--- config.mk ---
export PLATFORM = sky130hd
export DESIGN_NAME = frame_read_ctrl
export DESIGN_NICKNAME = d
export VERILOG_FILES = /design/src/rtl/frame_read_ctrl.sv
export SDC_FILE = /design/constraint.sdc
export NUM_CORES = 1
export LEC_CHECK = 0
export BUFFER_PORTS_ARGS = -buffer_cell sky130_fd_sc_hd__buf_2
export CAP_MARGIN = 20
export CORE_MARGIN = 3
export CORE_UTILIZATION = 59
export CTS_CLUSTER_DIAMETER = 120
export DETAILED_ROUTE_END_ITERATION = 6
export GPL_TIMING_DRIVEN = 0
export PLACE_DENSITY_LB_ADDON = 0.1
export SLEW_MARGIN = 10
export SYNTH_ARGS = -nofsm -noshare
export SYNTH_HDL_FRONTEND = slang
export SYNTH_SLANG_ARGS = --single-unit
--- constraint.sdc ---
create_clock -name clk -period 6.57 [get_ports clk]
set_clock_uncertainty 0.1 [all_clocks]
set_input_delay 1.314 -clock clk [delete_from_list [all_inputs] [get_ports clk]]
set_output_delay 1.314 -clock clk [all_outputs]
set_load 0.03 [all_outputs]
--- src/rtl/frame_read_ctrl.sv ---
// Read-side frame fetcher: on each output-frame start, flushes the pixel FIFO and
// streams one frame from the selected DDR bank as FIFO-paced burst reads.
module frame_read_ctrl #(
  parameter int ADDR_W      = 28,
  parameter int BANK_SHIFT  = 23,
  parameter int FRAME_WORDS = 921600,
  parameter int BURST_WORDS = 64,
  parameter int FIFO_DEPTH  = 2048,
  parameter int LVL_W       = 12
) (
  input  logic              clk,
  input  logic              rst_n,
  input  logic              vout_vs,
  input  logic [1:0]        rd_bank,
  input  logic [LVL_W-1:0]  fifo_level,
  output logic              rd_cmd_req,
  output logic [ADDR_W-1:0] rd_cmd_addr,
  output logic [7:0]        rd_cmd_len,
  input  logic              rd_cmd_ack,
  input  logic              rd_data_valid,
  output logic              fifo_clr,
  output logic              frame_busy,
  output logic              frame_done,
  output logic [2:0]        dbg_state
);

  localparam int OFF_W = $clog2(FRAME_WORDS + 1);

  typedef enum logic [2:0] {
    IDLE  = 3'd0,
    FLUSH = 3'd1,
    CHECK = 3'd2,
    REQ   = 3'd3,
    DATA  = 3'd4
  } state_t;

  state_t           state, state_nxt;
  logic             vs_s0, vs_s1, frame_start;
  logic [1:0]       bank_r;
  logic [OFF_W-1:0] offset, remaining, offset_inc;
  logic [7:0]       len_calc, beat_cnt;
  logic [1:0]       flush_cnt;
  logic             restart_pend;
  logic             fits, last_beat, frame_end, done_nxt;

  assign frame_start = vs_s0 & ~vs_s1;
  assign fifo_clr    = (state == FLUSH);
  assign frame_busy  = (state != IDLE);
  assign dbg_state   = state;

  // Command handshake: rd_cmd_req/addr/len stay stable from assertion until the
  // edge that samples rd_cmd_ack high; the command transfers on that edge and
  // rd_cmd_req drops the following cycle. Only one command is ever outstanding.
  always_comb begin
    remaining  = OFF_W'(FRAME_WORDS) - offset;
    len_calc   = (32'(remaining) >= 32'(BURST_WORDS)) ? 8'(BURST_WORDS) : 8'(remaining);
    fits       = (32'(fifo_level) + 32'(len_calc)) <= 32'(FIFO_DEPTH);
    offset_inc = offset + OFF_W'(rd_cmd_len);
    last_beat  = (state == DATA) && rd_data_valid && ((beat_cnt + 8'd1) == rd_cmd_len);
    frame_end  = (offset_inc == OFF_W'(FRAME_WORDS));
    done_nxt   = 1'b0;
    state_nxt  = state;
    case (state)
      IDLE:  if (frame_start) state_nxt = FLUSH;
      FLUSH: if (!frame_start && flush_cnt == 2'd3) state_nxt = CHECK;
      CHECK: begin
        if (frame_start) state_nxt = FLUSH;
        else if (fits)   state_nxt = REQ;
      end
      REQ:   if (rd_cmd_ack) state_nxt = DATA;
      DATA: begin
        if (last_beat) begin
          // A frame start seen during the burst wins over both CHECK and frame_done.
          if (restart_pend || frame_start) begin
            state_nxt = FLUSH;
          end else if (frame_end) begin
            state_nxt = IDLE;
            done_nxt  = 1'b1;
          end else begin
            state_nxt = CHECK;
          end
        end
      end
      default: state_nxt = IDLE;
    endcase
  end

  always_ff @(posedge clk or negedge rst_n) begin
    if (!rst_n) begin
      state <= IDLE;
    end else begin
      state <= state_nxt;
    end
  end

  always_ff @(posedge clk or negedge rst_n) begin
    if (!rst_n) begin
      vs_s0        <= 1'b0;
      vs_s1        <= 1'b0;
      bank_r       <= 2'd0;
      offset       <= '0;
      beat_cnt     <= 8'd0;
      flush_cnt    <= 2'd0;
      restart_pend <= 1'b0;
      rd_cmd_req   <= 1'b0;
      rd_cmd_addr  <= '0;
      rd_cmd_len   <= 8'd0;
      frame_done   <= 1'b0;
    end else begin
      vs_s0      <= vout_vs;
      vs_s1      <= vs_s0;
      frame_done <= done_nxt;
      rd_cmd_req <= (state_nxt == REQ);

      if (frame_start) bank_r <= rd_bank;

      if (state == CHECK && state_nxt == REQ) begin
        rd_cmd_addr <= (ADDR_W'(bank_r) << BANK_SHIFT) + ADDR_W'(offset);
        rd_cmd_len  <= len_calc;
      end

      if (state == REQ && rd_cmd_ack)          beat_cnt <= 8'd0;
      else if (state == DATA && rd_data_valid) beat_cnt <= beat_cnt + 8'd1;

      if (state_nxt == FLUSH) offset <= '0;
      else if (last_beat)     offset <= offset_inc;

      if (state_nxt == FLUSH && (state != FLUSH || frame_start)) flush_cnt <= 2'd0;
      else if (state == FLUSH)                                   flush_cnt <= flush_cnt + 2'd1;

      if (state_nxt == FLUSH)                                   restart_pend <= 1'b0;
      else if (frame_start && (state == REQ || state == DATA))  restart_pend <= 1'b1;
    end
  end

endmodule

==> reports/qor.yml, run 1 <==
outcome:
  status: "completed"
min_path:
  holdPathEnd: "vs_s1"
  hp-start: "vs_s0"
  hold_class: "reg -> reg"
  whs_path_depth: 0
power:
  pwr-share-comb_pct: 26.0
  power.total_mw: 1.155
  p_int_mw: 0.7273
  ir_drop_uv: 225.6
  swShare_pct: 37.04
  p_leak_nw: 2.635
  p_per_area_nw_per_um2: 206.1
  power_frac_clock_pct: 32.2
  seqPwrFrac_pct: 41.7
  switchingPower_mw: 0.4279
floorplan:
  std_cell_rows: 32
  initial_core_util_pct: 62.53
  ios: 62
  dieArea_sq_um: 9538
  placeableCoreArea_sq_um: 7928
  die_y_microns: 97.67
  die_w_microns: 97.67
grt:
  grt_pass1_vias: 4242
  grt_usage_pct: 27.33
  grt_pass1_wl_mm: 21.32
  grt-ovfl-total: 0
  antenna_found_initial: 0
  grt_max_degree: 37
cells_and_area:
  finalNetCount: 671
  regArea_sq_um: 1752
  fillCellCount: 636
  antenna_cells: 0
  drive_gt1_share_pct: 16.82
  multi_input_area_sq_um: 2978
  syn_to_final_growth_pct: 13.05
clocking:
  htree_levels: 3
  ctsResizeCount: 0
  hold_buffers: 0
  clk_pin_slew_ns: 0.08
  cts_root_buf: "clkbuf_8"
  clk_latency_ns: 0.36
  postCtsSetupRepairBufs: 0
  cts_tree: "done"
  cts.path.max_buffers: 2
  cts_sinks: 70
  cts_buffers: 9
synthesis:
  synth_edf_count: 0
  synth_cells: 559
  synth_largest_area_cell: "dfrtp_1"
  synthDominantCellAreaShare_pct: 35.34
  netlist_area_sq_um: 4957
  yosys.cell_count.top_type: "dfrtp_1"
  yosys-top-cells-count: "dfrtp_1 (70), nor2_1 (61), nand2_1 (57)"
  synth_area_leaders: "dfrtp_1 (35%), mux2_1 (6.6%), ha_1 (4.8%)"
  postSynthAreaPerCell_sq_um: 8.868
  ys_ff_latch: 70
  synth.distinct_cells: 71
  seq_area_frac_synth_pct: 35.34
  ys.flop_type: "dfrtp_1"
  yosys_warnings: 0
  async_flop_share_pct: 100.0
placement:
  dpl.hpwl_mm: 9.599
  io_buffer_count: 54
  place_congestion: 0.9285
  post-place-ws_ns: 0.6227
worst_setup_path:
  critPathMaxFanout: 10
  r2r-end: "rd_cmd_addr[10]"
  rrSetupSlack_ns: 0.56
  slowest_delay_ns: 0.55
  worstSetupPathType: "reg -> reg"
  arrival_ns: 6.16
  worstRegToRegCells: 19
  critical-path-slowest-cell: "a211oi_1"
  endpoint_kind: "flop"
  rr_startpoint: "offset[10]"
  required_ns: 6.71
  cp_cell_sequence: "buf_2, nor4_1, nand4_1, a21boi_0, mux2_2, nor4_1, o211ai_1, a211oi_1, ha_1, buf_2, or3_1, nand3_1, a21oi_1, or4_1, nor4_2, a221oi_2, a211oi_4, buf_6, mux2_1"
  worstSetupStartpointType: "flop"
sta:
  slew_violations: 0
  min_period_over_period_pct: 91.54
  fin_crit_ns: 6.014
  fmax_ghz: 0.1663
  final.setup.worst_slack_ns: 0.5558
  fin_setup_tns_ns: 0
  final-hold-violation-count: 0
  setup_viol: 0
  tightest_slew_ns: 0.8246
  hold_ws_ns: 0.3028
  slew_headroom_pct: 44.78
  rsz0062_at_grt: "no"
routing:
  drtPass1Iterations: 5
  route.detailed.drc: 0
  drt-initial-drc-count: 232
  viasPerCell: 6.126
  ant_nets: 0
  num_vias: 4521
  wirelength_mm: 12.65
  wire_per_inst_microns: 17.14
flow_run:
  cap_violations: 0
-- registers in the layout (all words and copies together), names as in the netlist --
signal        cells
rd_cmd_len        8
beat_cnt          8
vs_s0             1
vs_s1             1
offset           20
frame_done        1
rd_cmd_addr      22
dbg_state         3
flush_cnt         2
rd_cmd_req        1
restart_pend      1
bank_r            2
-- metal layers --
| metal | global-route usage (%) | up-vias | routed length [microns] |
|---|---|---|---|
| met2 | 41.54 | 190 | 5729 |
| li1 | - | 2150 | - |
| met1 | 39.49 | 2163 | 5795 |
| met5 | 0 | - | 0 |
| met3 | 5.169 | 18 | 942 |
| met4 | 8.626 | 0 | 183 |
-- worst max path at each step --
stage               startpoint               to  slack, ns  cells past startpoint
floorplan            offset[2]    rd_cmd_len[6]       1.63                     18
global placement    offset[10]  rd_cmd_addr[17]       0.74                     19
detailed placement  offset[10]  rd_cmd_addr[17]       0.62                     19
CTS                 offset[10]  rd_cmd_addr[16]       0.61                     19
global route        offset[10]     flush_cnt[1]       0.12                     19
finish              offset[10]  rd_cmd_addr[10]       0.56                     19
-- cells by family (layout without fill, tap and decap cells) --
logic type	Yosys count	in the layout	synth area share, %
AND/OR/NAND/NOR	218	218	22.06
AO/OA/AOI/OAI	131	131	18.12
flip-flops	70	70	35.34
buffers and inverters	49	120	5.048
XOR/XNOR	37	37	6.537
multiplexers	32	32	7.219
adder cells (fa/ha/maj)	21	21	5.603
other	1	7	0.07565
-- worst max-delay path, delay by kind of cell, from the launching register on --
family,cells,cell delay (ns)
adder cells (fa/ha/maj),1,0.32
AO/OA/AOI/OAI,6,1.73
AND/OR/NAND/NOR,7,2.18
flip-flops,1,0.38
buffers and inverters,3,0.58
multiplexers,2,0.61
-- power groups by stage --
| stage | Clock, mW | Combinational (mW) | Sequential, mW |
|---|---|---|---|
| after global placement | 0 | 0.291 | 0.489 |
| final | 0.372 | 0.301 | 0.482 |
| after detailed placement | 0 | 0.298 | 0.490 |
| after CTS | 0.380 | 0.300 | 0.482 |
| after global routing | 0.400 | 0.333 | 0.487 |
| after floorplan | 0 | 0.187 | 0.508 |
-- area by class of cell --
type,count,area share (%)
well taps,102,2.277
repair buffers,55,5.224
clock inverters,7,1.429
flip-flops and latches,70,31.26
plain buffers,36,3.595
multi-input cells,446,53.14
inverters,13,0.8707
clock buffers,9,2.210
-- stage by stage --
stage               std cells  util (%)  instance area [sq um]
floorplan                 565         -                   4980
global placement          721     67.83                   5378
detailed placement        722     68.12                   5400
CTS                       738     70.69                   5604
global route              738     70.69                   5604
finish                    738     70.69                   5604
-- cell usage in the layout (no fill, tap or decap), drive strengths merged, types with 7 or more instances in the layout --
cell / instances
nand2: 57
xor2: 14
xnor2: 23
buf: 78
mux2: 30
dfrtp: 70
ha: 19
nand4: 15
a21o: 8
conb: 7
nor3: 10
nand3: 15
a211oi: 7
nand2b: 15
nor2: 62
clkbuf: 22
inv: 17
a21oi: 35
o21ai: 36
Power figures use the tool's default switching activity.
==> run 2: changes to the inputs <==
CORE_ASPECT_RATIO = 1.2   (was unset)
==> run 2 against run 1 <==
- final area rose by 0.13%
- via count fell by 1.1%
- final cell count rose by 1.5%
- sequential cell count did not move
- non-clock buffer count did not move
- sequential share of layout area barely moved
- first-iteration DRC count rose by 19%
- clock power fell by 5.4%
- core utilization fell by 1.9 points
- wire length fell by 0.77%
==> reports/qor.yml, run 2 (synthesis results as in run 1) <==
sta:
  final-hold-violation-count: 0  # unchanged
  final.setup.worst_slack_ns: 0.6150  # +0.05914 ns
  fmax_ghz: 0.1679  # +0.99%
  rsz0062_at_grt: "no"
  fin_setup_tns_ns: 0  # unchanged
  min_period_over_period_pct: 90.64  # -0.90 points
  slew_headroom_pct: 49.96  # +5.2 points
  hold_ws_ns: 0.2983  # -0.004529 ns
  tightest_slew_ns: 0.7473  # -0.07733 ns
  fin_crit_ns: 5.955  # -0.05914 ns
  slew_violations: 0  # unchanged
  setup_viol: 0  # unchanged
cells_and_area:
  finalNetCount: 671  # unchanged
  layout_commonest_cell: "dfrtp_1"
  largest_reg_flops: 22  # unchanged
  reg_top3: "rd_cmd_addr (22), offset (20)"
  antenna_cells: 0  # unchanged
  multi_input_area_sq_um: 2978  # unchanged
  drive_gt1_share_pct: 16.69  # -0.13 points
  fillCellCount: 669  # +5.2%
  syn_to_final_growth_pct: 13.20
  regArea_sq_um: 1752  # unchanged
  top_register: "rd_cmd_addr"
  mostFrequentLayoutCells: "dfrtp_1 (70), nor2_1 (61), buf_2 (61), nand2_1 (57)"
routing:
  ant_nets: 0  # unchanged
  viasPerCell: 5.969  # -2.6%
  drtPass1Iterations: 5  # unchanged
  route.detailed.drc: 0  # unchanged
  wire_per_inst_microns: 16.76  # -2.2%
  wirelength_mm: 12.55  # -0.77%
  num_vias: 4471  # -1.1%
  drt-initial-drc-count: 275  # +19%
clocking:
  cts_sinks: 70  # unchanged
  htree_levels: 3  # unchanged
  cts.path.max_buffers: 2  # unchanged
  clk_pin_slew_ns: 0.08  # about the same
  ctsResizeCount: 0  # unchanged
  clk_latency_ns: 0.35  # about the same
  cts_tree: "done"
  postCtsSetupRepairBufs: 0  # unchanged
  cts_root_buf: "clkbuf_8"
  hold_buffers: 0  # unchanged
  cts_buffers: 9  # unchanged
floorplan:
  placeableCoreArea_sq_um: 8153  # +2.8%
  initial_core_util_pct: 60.80  # -1.7 points
  die_w_microns: 89.68  # -8.2%
  die_y_microns: 106.4  # +9.0%
  dieArea_sq_um: 9542  # about the same
  ios: 62  # unchanged
  std_cell_rows: 36  # +13%
flow_run:
  cap_violations: 0  # unchanged
outcome:
  status: "completed"
power:
  power.total_mw: 1.140  # -1.3%
  p_per_area_nw_per_um2: 203.1  # -1.5%
  ir_drop_uv: 273.0  # +21%
  p_leak_nw: 2.627  # -0.29%
grt:
  grt_max_degree: 37  # unchanged
  grt_pass1_wl_mm: 20.76  # -2.6%
  grt_pass1_vias: 4259  # +0.40%
  grt-ovfl-total: 0  # unchanged
  antenna_found_initial: 0  # unchanged
  grt_usage_pct: 27.97  # +0.64 points
min_path:
  hold_class: "reg -> reg"
  whs_path_depth: 0  # unchanged
placement:
  io_buffer_count: 54  # unchanged
  post-place-ws_ns: 0.6306  # +0.007901 ns
  dpl.hpwl_mm: 9.510  # -0.93%
  place_congestion: 0.9829  # +5.9%
worst_setup_path:
  critPathMaxFanout: 10  # unchanged
  arrival_ns: 6.07  # -0.09 ns
  required_ns: 6.68  # -0.03 ns
  rrSetupSlack_ns: 0.61  # +0.06 ns
  worstSetupStartpointType: "flop"
  endpoint_kind: "flop"
  worstRegToRegCells: 19  # unchanged
  worstSetupPathType: "reg -> reg"
## run 2: path summary, 6_finish.rpt
path | startpoint | endpoint
worst min-delay path | vs_s0 | vs_s1
max in group asynchronous | rst_n | offset[0]
worst max-delay path | offset[10] | flush_cnt[1]
worst min register to register | vs_s0 | vs_s1
worst max register to register | offset[10] | flush_cnt[1]
min in group asynchronous | rst_n | rd_cmd_len[7]
## run 2: area by class of cell
cell class                 count  share of cell area, %
buffer                        36                  3.590
inverter                      13                 0.8696
clock buffer                  10                  2.453
tap                          114                  2.542
clock inverter                 5                  1.048
sequential                    70                  31.22
multi-input combinational    446                  53.07
timing repair buffer          55                  5.217
## run 2: through the flow
stage               utilization (%)  cell area (sq um)  std cells
floorplan                         -               4980        565
global placement              66.14               5393        733
detailed placement            66.42               5415        734
CTS                           68.83               5612        749
global route                  68.83               5612        749
finish                        68.83               5612        749
## run 2: critical path, cell delays in order, from the launching register on
cell and delay, ns:
dfrtp_1 0.36, buf_2 0.19, nor4_1 0.44, nand4_1 0.25, a21boi_0 0.18, mux2_2 0.26
nor4_1 0.26, o211ai_1 0.37, a211oi_1 0.51, ha_1 0.31, buf_2 0.17, or3_1 0.38
nand3_1 0.08, a21oi_1 0.07, or4_1 0.54, nor4_2 0.19, a221oi_2 0.14, a21oi_1 0.50
buf_2 0.36, o21ai_0 0.14
## run 2: where the power goes
group          total [mW]  internal [mW]  switching, mW
logic               0.305         0.0915          0.214
clock network       0.352          0.184          0.168
registers           0.482          0.455         0.0275
## run 2: metal layers
metal	global-route usage (%)	wire (microns)	up-vias	part of all wire (%)
li1	-	-	2137	-
met2	43.25	5914	188	47
met4	8.830	189	0	1.5
met3	5.969	900	21	7.2
met5	0	0	-	0
met1	38.81	5548	2125	44
==> run 3: changes to the inputs <==
BUFFER_PORTS_ARGS = unset   (was -buffer_cell sky130_fd_sc_hd__buf_2)
CORE_UTILIZATION = 60   (was 59)
DONT_BUFFER_PORTS = 1   (was unset)
GPL_TIMING_DRIVEN = unset   (was 0)
==> run 3 against run 2 <==
- wire length decreased by 5.5%
- worst setup slack better by 0.38 ns
- sequential share of layout area is 3.2 points higher
- critical path type unchanged
- global-route usage is 1.5 points lower
- power shrank 8.6%
- clock power down 14%
- die area fell by 1.6%
- first-iteration DRC count is 4.7% higher
==> reports/qor.yml, run 3 (synthesis results as in run 1) <==
sta:
  rsz0062_at_grt: "no"
  final-hold-violation-count: 0  # unchanged
  fin_setup_tns_ns: 0  # unchanged
  fmax_ghz: 0.1793  # +6.8%
  final.setup.worst_slack_ns: 0.9922  # +0.3772 ns
  slew_violations: 0  # unchanged
  setup_viol: 0  # unchanged
  slew_headroom_pct: 57.32  # +7.4 points
  min_period_over_period_pct: 84.90  # -5.7 points
  tightest_slew_ns: 0.6374  # -0.1099 ns
  hold_ws_ns: 0.2990  # +0.0007420 ns
  fin_crit_ns: 5.578  # -0.3772 ns
clocking:
  clk_latency_ns: 0.35  # about the same
  ctsResizeCount: 0  # unchanged
  cts.path.max_buffers: 2  # unchanged
  cts_tree: "done"
  postCtsSetupRepairBufs: 0  # unchanged
  hold_buffers: 0  # unchanged
  clk_pin_slew_ns: 0.08  # about the same
  cts_root_buf: "clkbuf_8"
  htree_levels: 3  # unchanged
  cts_buffers: 9  # unchanged
  cts_sinks: 70  # unchanged
power:
  switchingPower_mw: 0.3838  # -6.2%
  swShare_pct: 36.84  # +0.93 points
  seqPwrFrac_pct: 49.1  # +6.8 points
  p_int_mw: 0.6581  # -9.9%
  pwr-share-comb_pct: 21.9  # -4.9 points
  p_per_area_nw_per_um2: 204.8  # +0.84%
  power.total_mw: 1.042  # -8.6%
  ir_drop_uv: 233.6  # -14%
  power_frac_clock_pct: 29.0  # -1.9 points
  p_leak_nw: 2.231  # -15%
grt:
  grt_max_degree: 71  # +92%
  grt_use_met3_pct: 6.411  # +0.44 points
  grt-ovfl-total: 0  # unchanged
  use_met1_pct: 39.16  # +0.35 points
  grt_pass1_wl_mm: 19.73  # -5.0%
  grt_usage_pct: 26.49  # -1.5 points
  grt_use_met2_pct: 38.48  # -4.8 points
  grt-busiest-layer: "met1"
  grt_pass1_vias: 3957  # -7.1%
  antenna_found_initial: 0  # unchanged
routing:
  wire_per_inst_microns: 18.53  # +11%
  num_vias: 4107  # -8.1%
  drt-initial-drc-count: 288  # +4.7%
  drtPass1Iterations: 6  # +1
  viasPerCell: 6.417  # +7.5%
  route.detailed.drc: 0  # unchanged
  ant_nets: 0  # unchanged
  wirelength_mm: 11.86  # -5.5%
floorplan:
  initial_core_util_pct: 63.24  # +2.4 points
  die_y_microns: 105.6  # -0.79%
  dieArea_sq_um: 9393  # -1.6%
  placeableCoreArea_sq_um: 7839  # -3.9%
  ios: 62  # unchanged
  std_cell_rows: 35  # -2.8%
  die_w_microns: 88.98  # -0.78%
cells_and_area:
  syn_to_final_growth_pct: 2.625
  antenna_cells: 0  # unchanged
  fin_cells: 640  # -15%
  finish.utilization_pct: 64.90  # -3.9 points
  layout_commonest_cell: "dfrtp_1"
  reg_top3: "rd_cmd_addr (22), offset (20)"
  largest_reg_flops: 22  # unchanged
  drive_gt1_share_pct: 6.204  # -10 points
  finalNetCount: 584  # -13%
  top_register: "rd_cmd_addr"
  final_cell_area_sq_um: 5087  # -9.3%
  mostFrequentLayoutCells: "dfrtp_1 (70), nor2_1 (61), nand2_1 (57), a21oi_1 (34), o21ai_0 (34)"
  fillCellCount: 662  # -1.0%
worst_setup_path:
  slowest_delay_ns: 0.54  # about the same
  cp_cell_sequence: "nor4_1, nand4_1, a21o_1, a21oi_1, nor2_1, o211ai_1, nor2_1, ha_1, fa_1, a21o_1, a211oi_1, a21oi_1, or4_1, nor4_2, a221oi_2, a211oi_4, buf_4, mux2_1"
  arrival_ns: 5.70  # -0.37 ns
  endpoint_kind: "flop"
  critical-path-slowest-cell: "o211ai_1"
  worstSetupStartpointType: "flop"
  required_ns: 6.69  # about the same
  worstSetupPathType: "reg -> reg"
  critPathMaxFanout: 20  # +10
min_path:
  hold_class: "reg -> reg"
flow_run:
  cap_violations: 0  # unchanged
placement:
  post-place-ws_ns: 1.095  # +0.4642 ns
  placed_area_sq_um: 4923  # -9.1%
  io_buffer_count: 0  # -100%
  dpl.cell_count: 625  # -15%
  dpl.hpwl_mm: 8.584  # -9.7%
  place_congestion: 0.9055  # -7.9%
outcome:
  status: "completed"
run 3: critical path, delay by kind of cell (launching register included):
family | cells | cell delay, ns
AO/OA/AOI/OAI | 8 | 1.85
multiplexers | 1 | 0.36
buffers and inverters | 1 | 0.31
AND/OR/NAND/NOR | 6 | 1.55
adder cells (fa/ha/maj) | 2 | 0.74
flip-flops | 1 | 0.51
run 3: layout make-up:
cell class	instances	area, sq um	area share, %
well taps	92	115.1	2.263
inverters	13	48.80	0.9592
multi-input cells	446	2978	58.53
repair buffers	4	30.03	0.5903
clock buffers	10	127.6	2.509
flip-flops and latches	70	1752	34.43
clock inverters	5	36.28	0.7132
run 3: path summary, 6_finish.rpt:
kind                            start             end  slack [ns]  cells past startpoint
min reg2reg                     vs_s0           vs_s1        0.30                      0
min in group asynchronous       rst_n  rd_cmd_addr[8]        0.55                      0
min                             vs_s0           vs_s1        0.30                      0
max                        offset[11]   rd_cmd_len[5]        0.99                     18
max reg2reg                offset[11]   rd_cmd_len[5]        0.99                     18
max in group asynchronous       rst_n           vs_s1        5.71                      0
run 3: power groups by stage:
stage	Clock, mW	Sequential, mW	Combinational, mW
4_1_cts	0.309	0.511	0.225
2_1_floorplan	0	0.508	0.187
5_1_grt	0.332	0.515	0.256
3_5_place_dp	0	0.519	0.225
3_3_place_gp	0	0.518	0.222
6_report	0.302	0.511	0.228
run 3: routing by layer:
layer | wire length, microns | share of wire (%)
met5 | 0 | 0
met4 | 202 | 1.7
met3 | 788 | 6.6
met2 | 5367 | 45
met1 | 5499 | 46
